$ cat src/rtl/fillrect_pkg.sv
// rtl/fillrect_pkg.sv - shared types, screen defaults and per-pixel colour rule for the fill engines
//
// Contents:
//   DEF_SCREEN_W / DEF_SCREEN_H  default frame-buffer size, shared with the other drawing engines
//   fill_mode_t                  colour mode selector (SOLID, XSTRIPE, YSTRIPE, CHECKER)
//   state_t                      engine FSM states
//   fill_colour()                colour of one pixel from mode, base colour and coordinates
package fillrect_pkg;

  localparam int DEF_SCREEN_W = 160;
  localparam int DEF_SCREEN_H = 120;

  // fill_colour works on fixed, generously wide operands; callers zero-extend
  // their fields in and truncate the result to their own colour width, which
  // gives the mod 2^CW wrap for the stripe modes for free.
  localparam int COL_MAX_W = 8;
  localparam int CRD_MAX_W = 16;

  typedef enum logic [1:0] {
    SOLID   = 2'd0,
    XSTRIPE = 2'd1,
    YSTRIPE = 2'd2,
    CHECKER = 2'd3
  } fill_mode_t;

  typedef enum logic [1:0] {
    IDLE  = 2'd0,
    SETUP = 2'd1,
    PLOT  = 2'd2,
    DONE  = 2'd3
  } state_t;

  function automatic logic [COL_MAX_W-1:0] fill_colour(
    input fill_mode_t             mode,
    input logic [COL_MAX_W-1:0]   colour,
    input logic [CRD_MAX_W-1:0]   x,
    input logic [CRD_MAX_W-1:0]   y
  );
    logic [CRD_MAX_W-1:0] sum;
    sum         = '0;
    fill_colour = colour;
    case (mode)
      XSTRIPE: begin
        sum         = {{(CRD_MAX_W-COL_MAX_W){1'b0}}, colour} + x;
        fill_colour = sum[COL_MAX_W-1:0];
      end
      YSTRIPE: begin
        sum         = {{(CRD_MAX_W-COL_MAX_W){1'b0}}, colour} + y;
        fill_colour = sum[COL_MAX_W-1:0];
      end
      CHECKER: begin
        if (x[0] ^ y[0]) fill_colour = ~colour;
      end
      default: fill_colour = colour;
    endcase
  endfunction

endpackage

$ cat src/rtl/fillrect_if.sv
// rtl/fillrect_if.sv - request/plot bundle between the control FSM, the fill engine and the VGA plot port
//
// Signals:
//   start       requester -> engine  request, held high until done is seen
//   mode        requester -> engine  colour mode (fill_mode_t)
//   colour      requester -> engine  base colour, CW bits
//   x0, y0      requester -> engine  rectangle top-left corner
//   w, h        requester -> engine  rectangle size, XW+1 / YW+1 bits, 0 legal
//   done        engine -> requester  operation complete
//   busy        engine -> requester  engine is in SETUP or PLOT
//   vga_x/y     engine -> VGA        pixel coordinate
//   vga_colour  engine -> VGA        pixel colour
//   vga_plot    engine -> VGA        write strobe
// Modports: master (requester side), slave (engine side).
interface fillrect_if
  import fillrect_pkg::*;
#(
  parameter int XW = 8,
  parameter int YW = 7,
  parameter int CW = 3
) ();

  logic          start;
  fill_mode_t    mode;
  logic [CW-1:0] colour;
  logic [XW-1:0] x0;
  logic [YW-1:0] y0;
  logic [XW:0]   w;
  logic [YW:0]   h;
  logic          done;
  logic          busy;
  logic [XW-1:0] vga_x;
  logic [YW-1:0] vga_y;
  logic [CW-1:0] vga_colour;
  logic          vga_plot;

  modport master (
    output start, mode, colour, x0, y0, w, h,
    input  done, busy, vga_x, vga_y, vga_colour, vga_plot
  );

  modport slave (
    input  start, mode, colour, x0, y0, w, h,
    output done, busy, vga_x, vga_y, vga_colour, vga_plot
  );

endinterface

$ cat src/rtl/fillrect_clip.sv
// rtl/fillrect_clip.sv - clips a rectangle to the screen and flags rectangles with nothing to draw
//
// Ports:
//   i_x0, i_y0  rectangle top-left corner
//   i_w, i_h    rectangle size (XW+1 / YW+1 bits)
//   o_xe, o_ye  last column / row to plot, clipped to SCREEN_W-1 / SCREEN_H-1
//   o_empty     rectangle has zero size or starts off-screen; o_xe/o_ye are meaningless then
module fillrect_clip
  import fillrect_pkg::*;
#(
  parameter int SCREEN_W = DEF_SCREEN_W,
  parameter int SCREEN_H = DEF_SCREEN_H,
  parameter int XW       = 8,
  parameter int YW       = 7
) (
  input  logic [XW-1:0] i_x0,
  input  logic [YW-1:0] i_y0,
  input  logic [XW:0]   i_w,
  input  logic [YW:0]   i_h,
  output logic [XW-1:0] o_xe,
  output logic [YW-1:0] o_ye,
  output logic          o_empty
);

  // One bit wider than the size fields: x0 + w - 1 can exceed 2^(XW+1)-1
  // when both are near their maximum, and the sum must never wrap back on-screen.
  localparam logic [XW+1:0] XMAX = (XW+2)'(SCREEN_W - 1);
  localparam logic [YW+1:0] YMAX = (YW+2)'(SCREEN_H - 1);

  logic [XW+1:0] w_xend;
  logic [YW+1:0] w_yend;

  // Underflows when the size is zero, but o_empty covers that case.
  assign w_xend = {2'b00, i_x0} + {1'b0, i_w} - (XW+2)'(1);
  assign w_yend = {2'b00, i_y0} + {1'b0, i_h} - (YW+2)'(1);

  assign o_xe = (w_xend > XMAX) ? XMAX[XW-1:0] : w_xend[XW-1:0];
  assign o_ye = (w_yend > YMAX) ? YMAX[YW-1:0] : w_yend[YW-1:0];

  assign o_empty = (i_w == '0) || (i_h == '0) ||
                   ({2'b00, i_x0} > XMAX) || ({2'b00, i_y0} > YMAX);

endmodule

$ cat src/rtl/fillrect_engine.sv
// rtl/fillrect_engine.sv - fills a screen-clipped rectangle of the frame buffer, one pixel per clock
//
// Ports:
//   clk    system clock, rising edge
//   rst_n  asynchronous active-low reset
//   bus    fillrect_if.slave: start/mode/colour/x0/y0/w/h in; done/busy/vga_* out
//
// Every output is a register loaded from the current state, so outputs trail
// the FSM by one cycle: busy covers SETUP..last PLOT cycle, the last pixel is
// strobed in the first DONE cycle, and done rises the cycle after that.
module fillrect_engine
  import fillrect_pkg::*;
#(
  parameter int SCREEN_W = DEF_SCREEN_W,
  parameter int SCREEN_H = DEF_SCREEN_H,
  parameter int XW       = 8,
  parameter int YW       = 7,
  parameter int CW       = 3
) (
  input  logic      clk,
  input  logic      rst_n,
  fillrect_if.slave bus
);

  state_t        r_state;
  state_t        w_state_nxt;

  // Request latched in IDLE; held for the whole operation.
  fill_mode_t    r_mode;
  logic [CW-1:0] r_colour;
  logic [XW-1:0] r_x0;
  logic [YW-1:0] r_y0;
  logic [XW:0]   r_w;
  logic [YW:0]   r_h;

  // Clipped far corner and scan position.
  logic [XW-1:0] r_xe;
  logic [YW-1:0] r_ye;
  logic [XW-1:0] r_x;
  logic [YW-1:0] r_y;

  logic [XW-1:0] w_xe;
  logic [YW-1:0] w_ye;
  logic          w_empty;
  logic          w_last;
  logic [CW-1:0] w_pix_colour;

  logic          w_busy_nxt;
  logic          w_plot_nxt;
  logic          w_done_nxt;

  logic          r_done;
  logic          r_busy;
  logic          r_vga_plot;
  logic [XW-1:0] r_vga_x;
  logic [YW-1:0] r_vga_y;
  logic [CW-1:0] r_vga_colour;

  fillrect_clip #(
    .SCREEN_W (SCREEN_W),
    .SCREEN_H (SCREEN_H),
    .XW       (XW),
    .YW       (YW)
  ) u_clip (
    .i_x0    (r_x0),
    .i_y0    (r_y0),
    .i_w     (r_w),
    .i_h     (r_h),
    .o_xe    (w_xe),
    .o_ye    (w_ye),
    .o_empty (w_empty)
  );

  assign w_last       = (r_x == r_xe) && (r_y == r_ye);
  assign w_pix_colour = CW'(fill_colour(r_mode, COL_MAX_W'(r_colour),
                                        CRD_MAX_W'(r_x), CRD_MAX_W'(r_y)));

  always_ff @(posedge clk or negedge rst_n) begin
    if (!rst_n) begin
      r_state <= IDLE;
    end else begin
      r_state <= w_state_nxt;
    end
  end

  always_comb begin
    w_state_nxt = r_state;
    w_busy_nxt  = 1'b0;
    w_plot_nxt  = 1'b0;
    w_done_nxt  = 1'b0;
    case (r_state)
      IDLE: begin
        if (bus.start) w_state_nxt = SETUP;
      end
      SETUP: begin
        w_busy_nxt  = 1'b1;
        w_state_nxt = w_empty ? DONE : PLOT;
      end
      PLOT: begin
        w_busy_nxt = 1'b1;
        w_plot_nxt = 1'b1;
        if (w_last) w_state_nxt = DONE;
      end
      DONE: begin
        // First DONE cycle always raises done, so a requester that let go of
        // start early still gets a one-cycle pulse. After that done tracks
        // start, so it falls on the same edge that returns us to IDLE.
        w_done_nxt = bus.start || !r_done;
        if (!bus.start) w_state_nxt = IDLE;
      end
      default: w_state_nxt = IDLE;
    endcase
  end

  always_ff @(posedge clk or negedge rst_n) begin
    if (!rst_n) begin
      r_mode   <= SOLID;
      r_colour <= '0;
      r_x0     <= '0;
      r_y0     <= '0;
      r_w      <= '0;
      r_h      <= '0;
      r_xe     <= '0;
      r_ye     <= '0;
      r_x      <= '0;
      r_y      <= '0;
    end else begin
      if (r_state == IDLE && bus.start) begin
        r_mode   <= bus.mode;
        r_colour <= bus.colour;
        r_x0     <= bus.x0;
        r_y0     <= bus.y0;
        r_w      <= bus.w;
        r_h      <= bus.h;
      end
      if (r_state == SETUP) begin
        r_xe <= w_xe;
        r_ye <= w_ye;
        r_x  <= r_x0;
        r_y  <= r_y0;
      end
      // Column-major scan: walk down a column, then step right.
      if (r_state == PLOT) begin
        if (r_y == r_ye) begin
          r_y <= r_y0;
          r_x <= r_x + XW'(1);
        end else begin
          r_y <= r_y + YW'(1);
        end
      end
    end
  end

  always_ff @(posedge clk or negedge rst_n) begin
    if (!rst_n) begin
      r_done       <= 1'b0;
      r_busy       <= 1'b0;
      r_vga_plot   <= 1'b0;
      r_vga_x      <= '0;
      r_vga_y      <= '0;
      r_vga_colour <= '0;
    end else begin
      r_done     <= w_done_nxt;
      r_busy     <= w_busy_nxt;
      r_vga_plot <= w_plot_nxt;
      if (w_plot_nxt) begin
        r_vga_x      <= r_x;
        r_vga_y      <= r_y;
        r_vga_colour <= w_pix_colour;
      end
    end
  end

  assign bus.done       = r_done;
  assign bus.busy       = r_busy;
  assign bus.vga_plot   = r_vga_plot;
  assign bus.vga_x      = r_vga_x;
  assign bus.vga_y      = r_vga_y;
  assign bus.vga_colour = r_vga_colour;

endmodule

$ cat src/flat_wrapper.sv
// flat-port wrapper written by rule: the top's interface ports become plain ports
module fillrect_engine_flat import fillrect_pkg::*;
#(
  parameter int SCREEN_W = DEF_SCREEN_W,
  parameter int SCREEN_H = DEF_SCREEN_H,
  parameter int XW       = 8,
  parameter int YW       = 7,
  parameter int CW       = 3
)
  (clk, rst_n, bus_start, bus_mode, bus_colour, bus_x0, bus_y0, bus_w, bus_h, bus_done, bus_busy, bus_vga_x, bus_vga_y, bus_vga_colour, bus_vga_plot);
  fillrect_if #(.XW(XW), .YW(YW), .CW(CW)) bus_i ();
  input  logic clk;
  input  logic rst_n;
  input wire logic [$bits(bus_i.start)-1:0] bus_start;
  input wire logic [$bits(bus_i.mode)-1:0] bus_mode;
  input wire logic [$bits(bus_i.colour)-1:0] bus_colour;
  input wire logic [$bits(bus_i.x0)-1:0] bus_x0;
  input wire logic [$bits(bus_i.y0)-1:0] bus_y0;
  input wire logic [$bits(bus_i.w)-1:0] bus_w;
  input wire logic [$bits(bus_i.h)-1:0] bus_h;
  output wire logic [$bits(bus_i.done)-1:0] bus_done;
  output wire logic [$bits(bus_i.busy)-1:0] bus_busy;
  output wire logic [$bits(bus_i.vga_x)-1:0] bus_vga_x;
  output wire logic [$bits(bus_i.vga_y)-1:0] bus_vga_y;
  output wire logic [$bits(bus_i.vga_colour)-1:0] bus_vga_colour;
  output wire logic [$bits(bus_i.vga_plot)-1:0] bus_vga_plot;
  assign bus_i.start = bus_start;
  assign bus_i.mode = bus_mode;
  assign bus_i.colour = bus_colour;
  assign bus_i.x0 = bus_x0;
  assign bus_i.y0 = bus_y0;
  assign bus_i.w = bus_w;
  assign bus_i.h = bus_h;
  assign bus_done = bus_i.done;
  assign bus_busy = bus_i.busy;
  assign bus_vga_x = bus_i.vga_x;
  assign bus_vga_y = bus_i.vga_y;
  assign bus_vga_colour = bus_i.vga_colour;
  assign bus_vga_plot = bus_i.vga_plot;
  fillrect_engine #(.SCREEN_W(SCREEN_W), .SCREEN_H(SCREEN_H), .XW(XW), .YW(YW), .CW(CW)) u_core (.clk(clk), .rst_n(rst_n), .bus(bus_i));
endmodule
$ cat config.mk
export PLATFORM = sky130hd
export DESIGN_NAME = fillrect_engine_flat
export DESIGN_NICKNAME = d
export VERILOG_FILES = /design/src/rtl/fillrect_pkg.sv /design/src/rtl/fillrect_if.sv /design/src/rtl/fillrect_clip.sv /design/src/rtl/fillrect_engine.sv /design/src/flat_wrapper.sv
export SDC_FILE = /design/constraint.sdc
export NUM_CORES = 1
export LEC_CHECK = 0
export BUFFER_PORTS_ARGS = -buffer_cell sky130_fd_sc_hd__buf_4
export CAP_MARGIN = 20
export CORE_MARGIN = 2
export CORE_UTILIZATION = 53
export DETAILED_ROUTE_END_ITERATION = 10
export HOLD_SLACK_MARGIN = 0.06
export PLACE_DENSITY = 0.82
export SLEW_MARGIN = 40
export SYNTH_ARGS = -nofsm -noshare
export SYNTH_HDL_FRONTEND = slang
export SYNTH_SLANG_ARGS = --single-unit
$ cat constraint.sdc
create_clock -name clk -period 2.6 [get_ports clk]
set_input_delay 0.78 -clock clk [delete_from_list [all_inputs] [get_ports clk]]
set_output_delay 0.78 -clock clk [all_outputs]
set_load 0.02 [all_outputs]
==> out/metrics.csv, run 1 <==
stage,metric,value,unit
sta,Final Worst Setup Slack,-0.0486,ns
run,max-cap check violation count,0,
drt,Total Wirelength,11900,um
sta,WHS,0.305,ns
drt,DR WL/cell,15.8,um
worst_setup_path,RR Startpoint,u_core.r_x0[1],
sta,unrepaired setup endpoints after global routing,yes,
logic_synthesis,synthesized instance count,523,
worst_setup_path,Register-to-Register Path Depth,12,
layout,multi-input logic area,0.00279,mm2
drt,Final ANT Viol Nets,0,
sta,Rel. slew slack,64.8,%
drt,DR pass1 iterations,5,
cts,CTS clock-pin slew for the worst setup and hold paths,0.09,ns
global_routing,pin count of the biggest net entering global routing,42,
sta,Final setup viols,7,
floorplan,Die X,104,um
floorplan,I/O pin cnt,61,
cts,cts hold-fix bufs,0,
layout,fill cell count,755,
logic_synthesis,"Async S/R FF share, synth",100,%
sta,Setup Skew,0.0145,ns
layout,share of cells above drive strength 1,32.0,%
layout,Ant. Diodes,0,
placement,IO Port Bufs,60,
placement,HPWL after detailed placement,8850,um
cts,H-tree depth,3,
sta,fmax,378,MHz
layout,Final nets,701,
worst_setup_path,CP required,2.90,ns
floorplan,Rows,36,
logic_synthesis,sequential area share after synthesis,42.5,%
logic_synthesis,Netlist Area Pre-Place,0.00530,mm2
worst_setup_path,WP data arrival,2.95,ns
layout,Syn-to-layout area delta,22.9,%
logic_synthesis,Syn Nets,607,
run_status,failing checks,negative setup slack,
drt,Residual DRC,0,
global_routing,initial antenna violation count,0,
floorplan,CORE AREA,0.00973,mm2
drt,DR iter-0 viols,275,
logic_synthesis,synth warn,0,
cts,total CTS buffers,9,
global_routing,vias in the first global route,4395,
global_routing,Total Routing Usage GR,23.1,%
sta,Worst-Margin Slew,0.526,ns
hold_path,Hold WC Path Type,primary input to asynchronous set/reset pin,
run_status,status,"complete, but fails checks",
global_routing,total grt overflow,0,
cts,clock buffer depth,2,
logic_synthesis,Mapped Avg Cell Area,10.1,um2
floorplan,die height,104,um
cts,clk sinks,90,
global_routing,first-pass GRT wire length,20300,um
worst_setup_path,CP Capture Type,flip-flop,
sta,crit share post-route,102,%
logic_synthesis,Post-synth EDFFs,0,
sta,Period minus WS final,2.65,ns
worst_setup_path,worst setup path start,u_core.r_x0[1],
cts,CTS tree,built,
sta,Max Slew Vio Count,0,
logic_synthesis,synth unique cells,55,
sta,Hold Fails Final Rpt,0,
drt,Avg Vias per Cell,5.51,
drt,vias post-DR,4158,
worst_setup_path,WS Path Type,flip-flop to flip-flop,
worst_setup_path,crit-path max FO,8,
cts,Skew-Pair Late Insertion Delay,0.37,ns
layout,sequential cell area,0.00225,mm2
logic_synthesis,prevailing post-synth register cell,dfrtp_1,
worst_setup_path,startpoint types,flip-flop,
floorplan,total die area,0.0108,mm2
placement,gpl congestion,0.891,
floorplan,Starting Density,54.4,%
cts,Root Buffer,clkbuf_8,
logic_synthesis,flop and latch count out of synthesis,90,
-- synthesized netlist by cell type (2+ instances only) --
library cell | instances | area, um2
dfrtp_1 | 90 | 2250
inv_1 | 86 | 323
mux2_2 | 55 | 619
ha_1 | 41 | 513
nor2_1 | 36 | 135
a21oi_1 | 30 | 150
nand2_1 | 22 | 82.6
xor2_1 | 21 | 184
o21ai_0 | 17 | 85.1
clkbuf_1 | 10 | 37.5
mux2i_1 | 9 | 90.1
o22ai_1 | 8 | 50.1
xnor2_1 | 7 | 61.3
a31oi_1 | 6 | 37.5
and3_1 | 6 | 37.5
nand3_1 | 6 | 30.0
nor4_1 | 6 | 37.5
a22oi_1 | 5 | 37.5
a2bb2oi_1 | 4 | 35.0
a211oi_1 | 3 | 22.5
fa_1 | 3 | 60.1
nand4_1 | 3 | 18.8
nor2b_1 | 3 | 18.8
nor3_1 | 3 | 15.0
o21a_1 | 3 | 22.5
o31a_1 | 3 | 26.3
a32o_1 | 2 | 20.0
nor3b_1 | 2 | 15.0
o21ai_2 | 2 | 17.5
o21bai_1 | 2 | 15.0
o31ai_1 | 2 | 15.0
o41ai_1 | 2 | 17.5
or2_2 | 2 | 12.5
or4_1 | 2 | 15.0
-- critical path, cell delays in order (launching register included) --
cell and delay, ns:
dfrtp_1 0.35, inv_1 0.05, ha_1 0.28, inv_1 0.06, ha_2 0.17, inv_2 0.04
fa_2 0.35, nand2b_4 0.16, a21oi_4 0.15, o21ai_2 0.09, o31a_1 0.28, a211oi_4 0.40
a32o_1 0.23
-- state kept, by name, summed over array words and instances, names as in the netlist --
signal	cells
u_core.bus.busy	1
u_core.bus.done	1
u_core.bus.vga_colour	3
u_core.bus.vga_plot	1
u_core.bus.vga_x	8
u_core.bus.vga_y	7
u_core.r_colour	3
u_core.r_h	8
u_core.r_mode	2
u_core.r_state	2
u_core.r_w	9
u_core.r_x	8
u_core.r_x0	8
u_core.r_xe	8
u_core.r_y	7
u_core.r_y0	7
u_core.r_ye	7
-- cell families after synthesis --
| kind of cell | count (synthesis) | share of synthesized area, % |
|---|---|---|
| compound gates | 101 | 12.6 |
| buf+inv | 101 | 7.51 |
| simple gates | 95 | 8.57 |
| flops | 90 | 42.5 |
| mux | 64 | 13.4 |
| fa+ha+maj | 44 | 10.8 |
| xor+xnor | 28 | 4.63 |
-- layer usage --
layer	vias up	wire [um]	track usage [%]
li1	1972	-	-
met1	2028	4970	28.4
met2	134	6060	39.6
met3	24	583	5.39
met4	0	272	8.49
met5	-	0	0
-- per-stage QoR --
step	setup slack [ns]	cell area (um2)	util, %	TNS [ns]	cells
finish	-0.0486	6510	66.9	-0.207	754
detailed placement	-0.0935	6110	62.8	-0.592	732
floorplan	0.00585	5320	-	0	523
CTS	-0.0404	6340	65.2	-0.154	747
global route	-0.218	6510	66.9	-1.79	754
global placement	-0.0192	6110	62.8	-0.0821	732
-- layout make-up --
cell class | instances | area share [%]
inverters | 87 | 5.02
clock buffers | 13 | 2.44
well taps | 133 | 2.56
clock inverters | 2 | 0.923
flip-flops and latches | 90 | 34.6
repair buffers | 97 | 11.6
multi-input cells | 332 | 42.9
-- timing repair --
action,CTS,global route
resized for setup,4,24
buffers inserted,0,8
setup endpoints to repair,11,16
pin swaps,10,13
-- placed cells by master (no fill, tap or decap), types with 3 or more instances in the layout --
cell | Yosys | final
buf_4 | 1 | 95
dfrtp_1 | 90 | 90
inv_1 | 86 | 80
mux2_2 | 55 | 54
ha_1 | 41 | 38
nor2_1 | 36 | 35
a21oi_1 | 30 | 29
nand2_1 | 22 | 22
xor2_1 | 21 | 21
o21ai_0 | 17 | 17
clkbuf_8 | 0 | 11
mux2i_1 | 9 | 9
o22ai_1 | 8 | 8
inv_2 | 0 | 6
and3_1 | 6 | 6
xnor2_1 | 7 | 6
a31oi_1 | 6 | 6
nand3_1 | 6 | 5
nor4_1 | 6 | 5
a22oi_1 | 5 | 5
nand4_1 | 3 | 3
a2bb2oi_1 | 4 | 3
o21a_1 | 3 | 3
o31a_1 | 3 | 3
-- worst paths after layout --
check                                           end  slack [ns]
worst max-delay path                 u_core.r_xe[5]       -0.05
worst min-delay path                 u_core.r_y0[1]        0.31
worst max register to register       u_core.r_xe[5]       -0.05
worst min register to register  u_core.bus.vga_x[1]        0.52
max in group asynchronous        u_core.r_colour[0]        1.65
min in group clk                u_core.bus.vga_x[1]        0.52
Power of run 1 is left out: the tool's default activity adds up to more than one toggle a clock period on the data nets, which glitch-free logic cannot reach.
==> run 2: changes to the inputs <==
--- a/config.mk
+++ b/config.mk
@@ -8,11 +8,13 @@
 export BUFFER_PORTS_ARGS = -buffer_cell sky130_fd_sc_hd__buf_4
 export CAP_MARGIN = 20
 export CORE_MARGIN = 2
-export CORE_UTILIZATION = 53
+export CORE_UTILIZATION = 54
 export DETAILED_ROUTE_END_ITERATION = 10
 export HOLD_SLACK_MARGIN = 0.06
-export PLACE_DENSITY = 0.82
+export PLACE_DENSITY = 0.83
+export RECOVER_POWER = 100
 export SLEW_MARGIN = 40
 export SYNTH_ARGS = -nofsm -noshare
 export SYNTH_HDL_FRONTEND = slang
+export SYNTH_HIERARCHICAL = 1
 export SYNTH_SLANG_ARGS = --single-unit
==> run 2 against run 1 <==
Against the previous run:
- the flow finishes with violations (max-capacitance violations, max-slew violations, negative setup slack)
- register-to-register slack worse by 0.17 ns
- non-clock buffer count is 4 higher
- flip-flop and latch count stayed put
- count of clock-buffer cells in the layout is 4 lower
- via count is 0.24% lower
- final area is 1.8% higher
- clock skew is 0.0010 ns lower
- die area is 3.0% higher
- cell count is 0.80% higher
- sequential share of layout area is 0.61 points lower
- highest routed layer unchanged
==> out/metrics.csv, run 2 <==
stage,metric,value,unit
logic_synthesis,post-synthesis simple-gate area fraction,6.83,%
drt,Total Wirelength,12100,um
floorplan,Starting Density,54.7,%
placement,gpl congestion,0.925,
cts,CTS tree,built,
cts,Root Buffer,clkbuf_8,
sta,Setup Skew,0.0135,ns
logic_synthesis,Post-synth EDFFs,0,
logic_synthesis,cell taking the most area after synthesis,dfrtp_1,
layout,Ant. Diodes,0,
drt,met1 wire length,5140,um
logic_synthesis,post-synthesis adder-cell area fraction,10.3,%
floorplan,total die area,0.0111,mm2
logic_synthesis,most common cell in the netlist,inv_1,
sta,fmax,355,MHz
global_routing,first-pass GRT wire length,20000,um
hold_path,Hold Crit Start,u_core/bus.vga_colour[1],
cts,clock buffer depth,2,
hold_path,worst hold stages,1,
cts,total CTS buffers,9,
drt,Residual DRC,0,
logic_synthesis,XOR/XNOR Fraction of Synth Area,4.54,%
drt,routed wl met3,562,um
logic_synthesis,flop and latch count out of synthesis,90,
global_routing,initial antenna violation count,0,
logic_synthesis,"Async S/R FF share, synth",100,%
drt,vias post-DR,4148,
worst_setup_path,R2R setup slack,-0.22,ns
logic_synthesis,Netlist Area Pre-Place,0.00557,mm2
drt,DR iter-0 viols,153,
sta,Hold Fails Final Rpt,0,
floorplan,die height,106,um
layout,most frequent cells in the layout,"dfrtp_1 (90), inv_1 (89), buf_4 (73)",
global_routing,vias in the first global route,4250,
sta,Final Worst Setup Slack,-0.220,ns
logic_synthesis,multiplexer share of the synthesized area,17.5,%
layout,Final nets,703,
logic_synthesis,"top cells by area, synth","dfrtp_1 (40%), mux2_2 (14%), ha_1 (9.2%), inv_1 (6.3%), xnor2_1 (3.3%)",
logic_synthesis,prevailing post-synth register cell,dfrtp_1,
sta,WHS,0.496,ns
worst_setup_path,Register-to-Register Path Depth,12,
worst_setup_path,startpoint types,flip-flop,
logic_synthesis,top cell type's share of synthesized area,40.5,%
cts,CTS clock-pin slew for the worst setup and hold paths,0.09,ns
worst_setup_path,WS Path Type,flip-flop to flip-flop,
logic_synthesis,Mapped Avg Cell Area,10.6,um2
logic_synthesis,compound-gate portion of the synthesized area,12.4,%
drt,Avg Vias per Cell,5.46,
layout,"commonest non-fill, non-tap cell in the layout",dfrtp_1,
sta,Rel. slew slack,-21.1,%
hold_path,Hold WC Path Type,flip-flop to flip-flop,
sta,Worst-Margin Slew,1.82,ns
layout,"Most flops, register",u_core/r_w,
hold_path,Hold Path End,u_core/bus.vga_colour[1],
drt,Highest Signal Layer,met4,
worst_setup_path,WP data arrival,3.07,ns
cts,Skew-Pair Late Insertion Delay,0.37,ns
worst_setup_path,RR Startpoint,u_core/r_x0[1],
layout,max reg flops,9,
layout,fin util,65.0,%
layout,share of cells above drive strength 1,30.8,%
global_routing,pin count of the biggest net entering global routing,37,
floorplan,I/O pin cnt,61,
cts,H-tree depth,3,
layout,multi-input logic area,0.00301,mm2
global_routing,Total Routing Usage GR,22.6,%
global_routing,total grt overflow,0,
logic_synthesis,largest family of logic cells by synthesized area,multiplexers,
sta,Period minus WS final,2.82,ns
floorplan,Die X,106,um
worst_setup_path,crit-path max FO,5,
floorplan,CORE AREA,0.0102,mm2
placement,IO Port Bufs,60,
drt,DR WL/cell,15.9,um
placement,HPWL after detailed placement,9090,um
cts,clk sinks,90,
worst_setup_path,CP required,2.85,ns
layout,sequential cell area,0.00225,mm2
drt,WL met2,6220,um
drt,Final ANT Viol Nets,0,
run_status,status,"complete, but fails checks",
run_status,failing checks,"max-capacitance violations, max-slew violations, negative setup slack",
sta,crit share post-route,108,%
sta,unrepaired setup endpoints after global routing,yes,
logic_synthesis,synth warn,6,
logic_synthesis,synthesized instance count,524,
logic_synthesis,synth unique cells,56,
layout,fill cell count,813,
layout,Syn-to-layout area delta,19.0,%
worst_setup_path,CP Capture Type,flip-flop,
run,max-cap check violation count,1,
worst_setup_path,worst reg2reg endpoint,u_core/r_xe[0],
floorplan,Rows,37,
drt,DR pass1 iterations,4,
sta,Final setup viols,8,
logic_synthesis,sequential area share after synthesis,40.5,%
logic_synthesis,Syn Nets,608,
sta,Max Slew Vio Count,37,
logic_synthesis,commonest cells in the synthesized netlist,"inv_1 (93), dfrtp_1 (90), mux2_2 (69)",
## run 2: metrics by stage
stage / setup TNS [ns] / setup slack [ns] / cells / area (um2)
after floorplan: -0.763 / -0.138 / 524 / 5580
after global placement: -0.940 / -0.148 / 739 / 6370
after detailed placement: -2.18 / -0.275 / 739 / 6370
after CTS: -1.33 / -0.209 / 757 / 6610
after global routing: -3.03 / -0.359 / 760 / 6630
final: -1.38 / -0.220 / 760 / 6630
## run 2: cell families after synthesis
logic type | after synthesis
AO/OA/AOI/OAI | 91
XOR/XNOR | 28
adder cells (fa/ha/maj) | 44
buffers and inverters | 110
flip-flops | 90
multiplexers | 88
AND/OR/NAND/NOR | 73
## run 2: per-layer routing
metal	vias to the layer above	global-route usage, %
li1	2010	-
met1	2026	27.5
met2	98	39.5
met3	14	6.80
met4	0	5.17
met5	-	0
## run 2: cell type report
class / count / area share (%)
tap: 136 / 2.57
multi-input combinational: 324 / 45.5
inverter: 93 / 5.31
sequential: 90 / 34.0
clock buffer: 9 / 1.87
clock inverter: 7 / 0.755
timing repair buffer: 101 / 10.0
## run 2: worst max-delay path, cell delays in order, from the launching register on
cell and delay, ns:
dfrtp_1 0.35, inv_1 0.04, ha_1 0.28, inv_1 0.06, ha_2 0.18, inv_2 0.04, fa_2 0.34, nand2b_4 0.16
or3_1 0.31, o22a_2 0.20, o311ai_4 0.30, o211ai_1 0.17, mux2_4 0.28
## run 2: how the worst max path moves through the flow
stage | endpoint | slack, ns | from
2_1_floorplan | u_core/r_xe[0] | -0.14 | u_core/r_x0[1]
3_3_place_gp | u_core/r_xe[2] | -0.15 | u_core/r_x0[1]
3_5_place_dp | u_core/r_xe[2] | -0.27 | u_core/r_x0[1]
4_1_cts | u_core/r_xe[2] | -0.21 | u_core/r_x0[1]
5_1_grt | u_core/r_xe[4] | -0.36 | u_core/r_x0[1]
6_report | u_core/r_xe[0] | -0.22 | u_core/r_x0[1]
## run 2: repair_timing
item / in CTS / in global routing
gates resized for setup: 16 / 21
pin swaps: 11 / 9
buffers inserted: 2 / 3
setup endpoints to repair: 15 / 15
hold buffers: 0 / 0
hold endpoints to repair: 0 / 0
Power of run 2 is left out for the same reason.
==> run 3: changes to the inputs <==
--- a/config.mk
+++ b/config.mk
@@ -8,11 +8,12 @@
 export BUFFER_PORTS_ARGS = -buffer_cell sky130_fd_sc_hd__buf_4
 export CAP_MARGIN = 20
 export CORE_MARGIN = 2
-export CORE_UTILIZATION = 54
+export CORE_UTILIZATION = 40
 export DETAILED_ROUTE_END_ITERATION = 10
 export HOLD_SLACK_MARGIN = 0.06
-export PLACE_DENSITY = 0.83
+export PLACE_DENSITY = 0.66
 export RECOVER_POWER = 100
+export SETUP_SLACK_MARGIN = 0.3
 export SLEW_MARGIN = 40
 export SYNTH_ARGS = -nofsm -noshare
 export SYNTH_HDL_FRONTEND = slang
==> run 3 against run 2 <==
Against the previous run:
- the run ends with negative setup slack left
- non-clock buffer count is 15 higher
- sequential share of layout area is 1.8 points lower
- flip-flop and latch count stayed put
- cell count is 7.8% higher
- clock skew is 0.0063 ns lower
- critical endpoint is now u_core/r_xe[4]
- highest routed layer unchanged
==> out/metrics.csv, run 3 (synthesis results as in run 2) <==
stage,metric,value,unit
worst_setup_path,CP Capture Type,flip-flop,
drt,Avg Vias per Cell,5.13,
global_routing,vias in the first global route,4341,
drt,DR WL/cell,15.2,um
placement,Placed Instances,790,
drt,Total Wirelength,12500,um
placement,HPWL after detailed placement,9470,um
cts,CTS tree,built,
sta,Final setup viols,8,
layout,Syn-to-layout area delta,26.0,%
sta,fmax,355,MHz
layout,filler-free cell count of the finished design,819,
floorplan,total die area,0.0149,mm2
sta,Period minus WS final,2.82,ns
hold_path,Hold WC Path Type,primary input to asynchronous set/reset pin,
placement,IO Port Bufs,60,
sta,unrepaired setup endpoints after global routing,yes,
sta,Hold Fails Final Rpt,0,
run,max-cap check violation count,0,
global_routing,first-pass GRT wire length,20300,um
cts,clk sinks,90,
layout,"Most flops, register",u_core/r_w,
global_routing,Total Routing Usage GR,17.4,%
global_routing,met3 global-route usage,4.12,%
drt,vias post-DR,4199,
layout,"commonest non-fill, non-tap cell in the layout",dfrtp_1,
layout,multi-input logic area,0.00311,mm2
global_routing,met2 Usage GRT,31.1,%
worst_setup_path,CP required,2.83,ns
sta,Setup Skew,0.00713,ns
layout,max reg flops,9,
cts,Skew-Pair Late Insertion Delay,0.35,ns
cts,H-tree depth,3,
drt,DR pass1 iterations,4,
layout,Final nets,718,
floorplan,Die X,122,um
drt,Final ANT Viol Nets,0,
cts,total CTS buffers,9,
sta,Final Worst Setup Slack,-0.220,ns
floorplan,Rows,43,
floorplan,Starting Density,40.6,%
worst_setup_path,WP data arrival,3.05,ns
global_routing,grt peak-use layer,met2,
floorplan,die height,122,um
floorplan,CORE AREA,0.0137,mm2
cts,clock buffer depth,2,
global_routing,pin count of the biggest net entering global routing,34,
placement,gpl congestion,0.848,
global_routing,total grt overflow,0,
sta,setup TNS,-1.39,ns
cts,CTS clock-pin slew for the worst setup and hold paths,0.07,ns
sta,crit share post-route,108,%
worst_setup_path,crit-path max FO,5,
layout,most frequent cells in the layout,"dfrtp_1 (88), buf_4 (86), inv_1 (85)",
worst_setup_path,WS Path Type,flip-flop to flip-flop,
layout,fill cell count,1279,
sta,Worst-Margin Slew,1.16,ns
global_routing,initial antenna violation count,0,
cts,Root Buffer,clkbuf_16,
run_status,failing checks,negative setup slack,
global_routing,met1 Use GR,20.8,%
floorplan,I/O pin cnt,61,
sta,Max Slew Vio Count,0,
layout,sequential cell area,0.00225,mm2
drt,DR iter-0 viols,179,
layout,share of cells above drive strength 1,34.7,%
sta,Rel. slew slack,22.4,%
worst_setup_path,R2R setup slack,-0.22,ns
worst_setup_path,startpoint types,flip-flop,
run_status,status,"complete, but fails checks",
cts,cts hold-fix bufs,0,
drt,Residual DRC,0,
layout,Ant. Diodes,0,
[run 3: changes by cell type in the layout (fill, tap and decap cells not counted), sizes merged]
cell / delta
clkinv: +1
buf: +15
inv: -1
[run 3: through the flow]
step / setup slack (ns) / utilization (%) / cell area (um2) / hold slack (ns)
after floorplan: -0.138 / - / 5610 / 0.479
after global placement: -0.173 / 47.6 / 6530 / 0.468
after detailed placement: -0.258 / 47.6 / 6530 / 0.473
after CTS: -0.214 / 50.9 / 6980 / 0.272
after global routing: -0.335 / 51.1 / 7010 / 0.510
final: -0.220 / 51.1 / 7010 / 0.480
[run 3: final timing paths]
path                                                 end  cells after the start                     start
worst max-delay path                      u_core/r_xe[4]                     12            u_core/r_x0[1]
worst min-delay path                      u_core/r_ye[6]                      1                     rst_n
worst max register to register            u_core/r_xe[4]                     12            u_core/r_x0[1]
worst min register to register  u_core/bus.vga_colour[2]                      1  u_core/bus.vga_colour[2]
max in group asynchronous                  u_core/r_w[7]                      2                     rst_n
min in group clk                u_core/bus.vga_colour[2]                      1  u_core/bus.vga_colour[2]
[run 3: metal layers]
metal / routed length (um) / up-vias
met5: 0 / -
met4: 145 / 0
met2: 6470 / 78
met3: 474 / 14
met1: 5390 / 2070
li1: - / 2037
[run 3: layout make-up]
cell class / instances / share of cell area [%]
clock inverter: 7 / 1.02
inverter: 93 / 4.98
multi-input combinational: 324 / 44.4
sequential: 90 / 32.1
clock buffer: 9 / 3.21
timing repair buffer: 116 / 11.1
tap: 180 / 3.21
[run 3: worst max-delay path: stages, from the launching register on]
cell and delay, ns:
dfrtp_1 0.35, inv_1 0.05, ha_1 0.28, inv_1 0.07, ha_2 0.19, inv_2 0.04, fa_2 0.33, nand2b_4 0.15
or3_1 0.30, o22a_2 0.23, o311ai_4 0.30, o211ai_1 0.15, mux2_4 0.28
[run 3: timing repair]
item / in CTS / in global routing
setup endpoints to repair: 16 / 21
pin swaps: 14 / 18
gates resized for setup: 27 / 24
buffers inserted: 7 / 6
Power of run 3 is left out for the same reason.
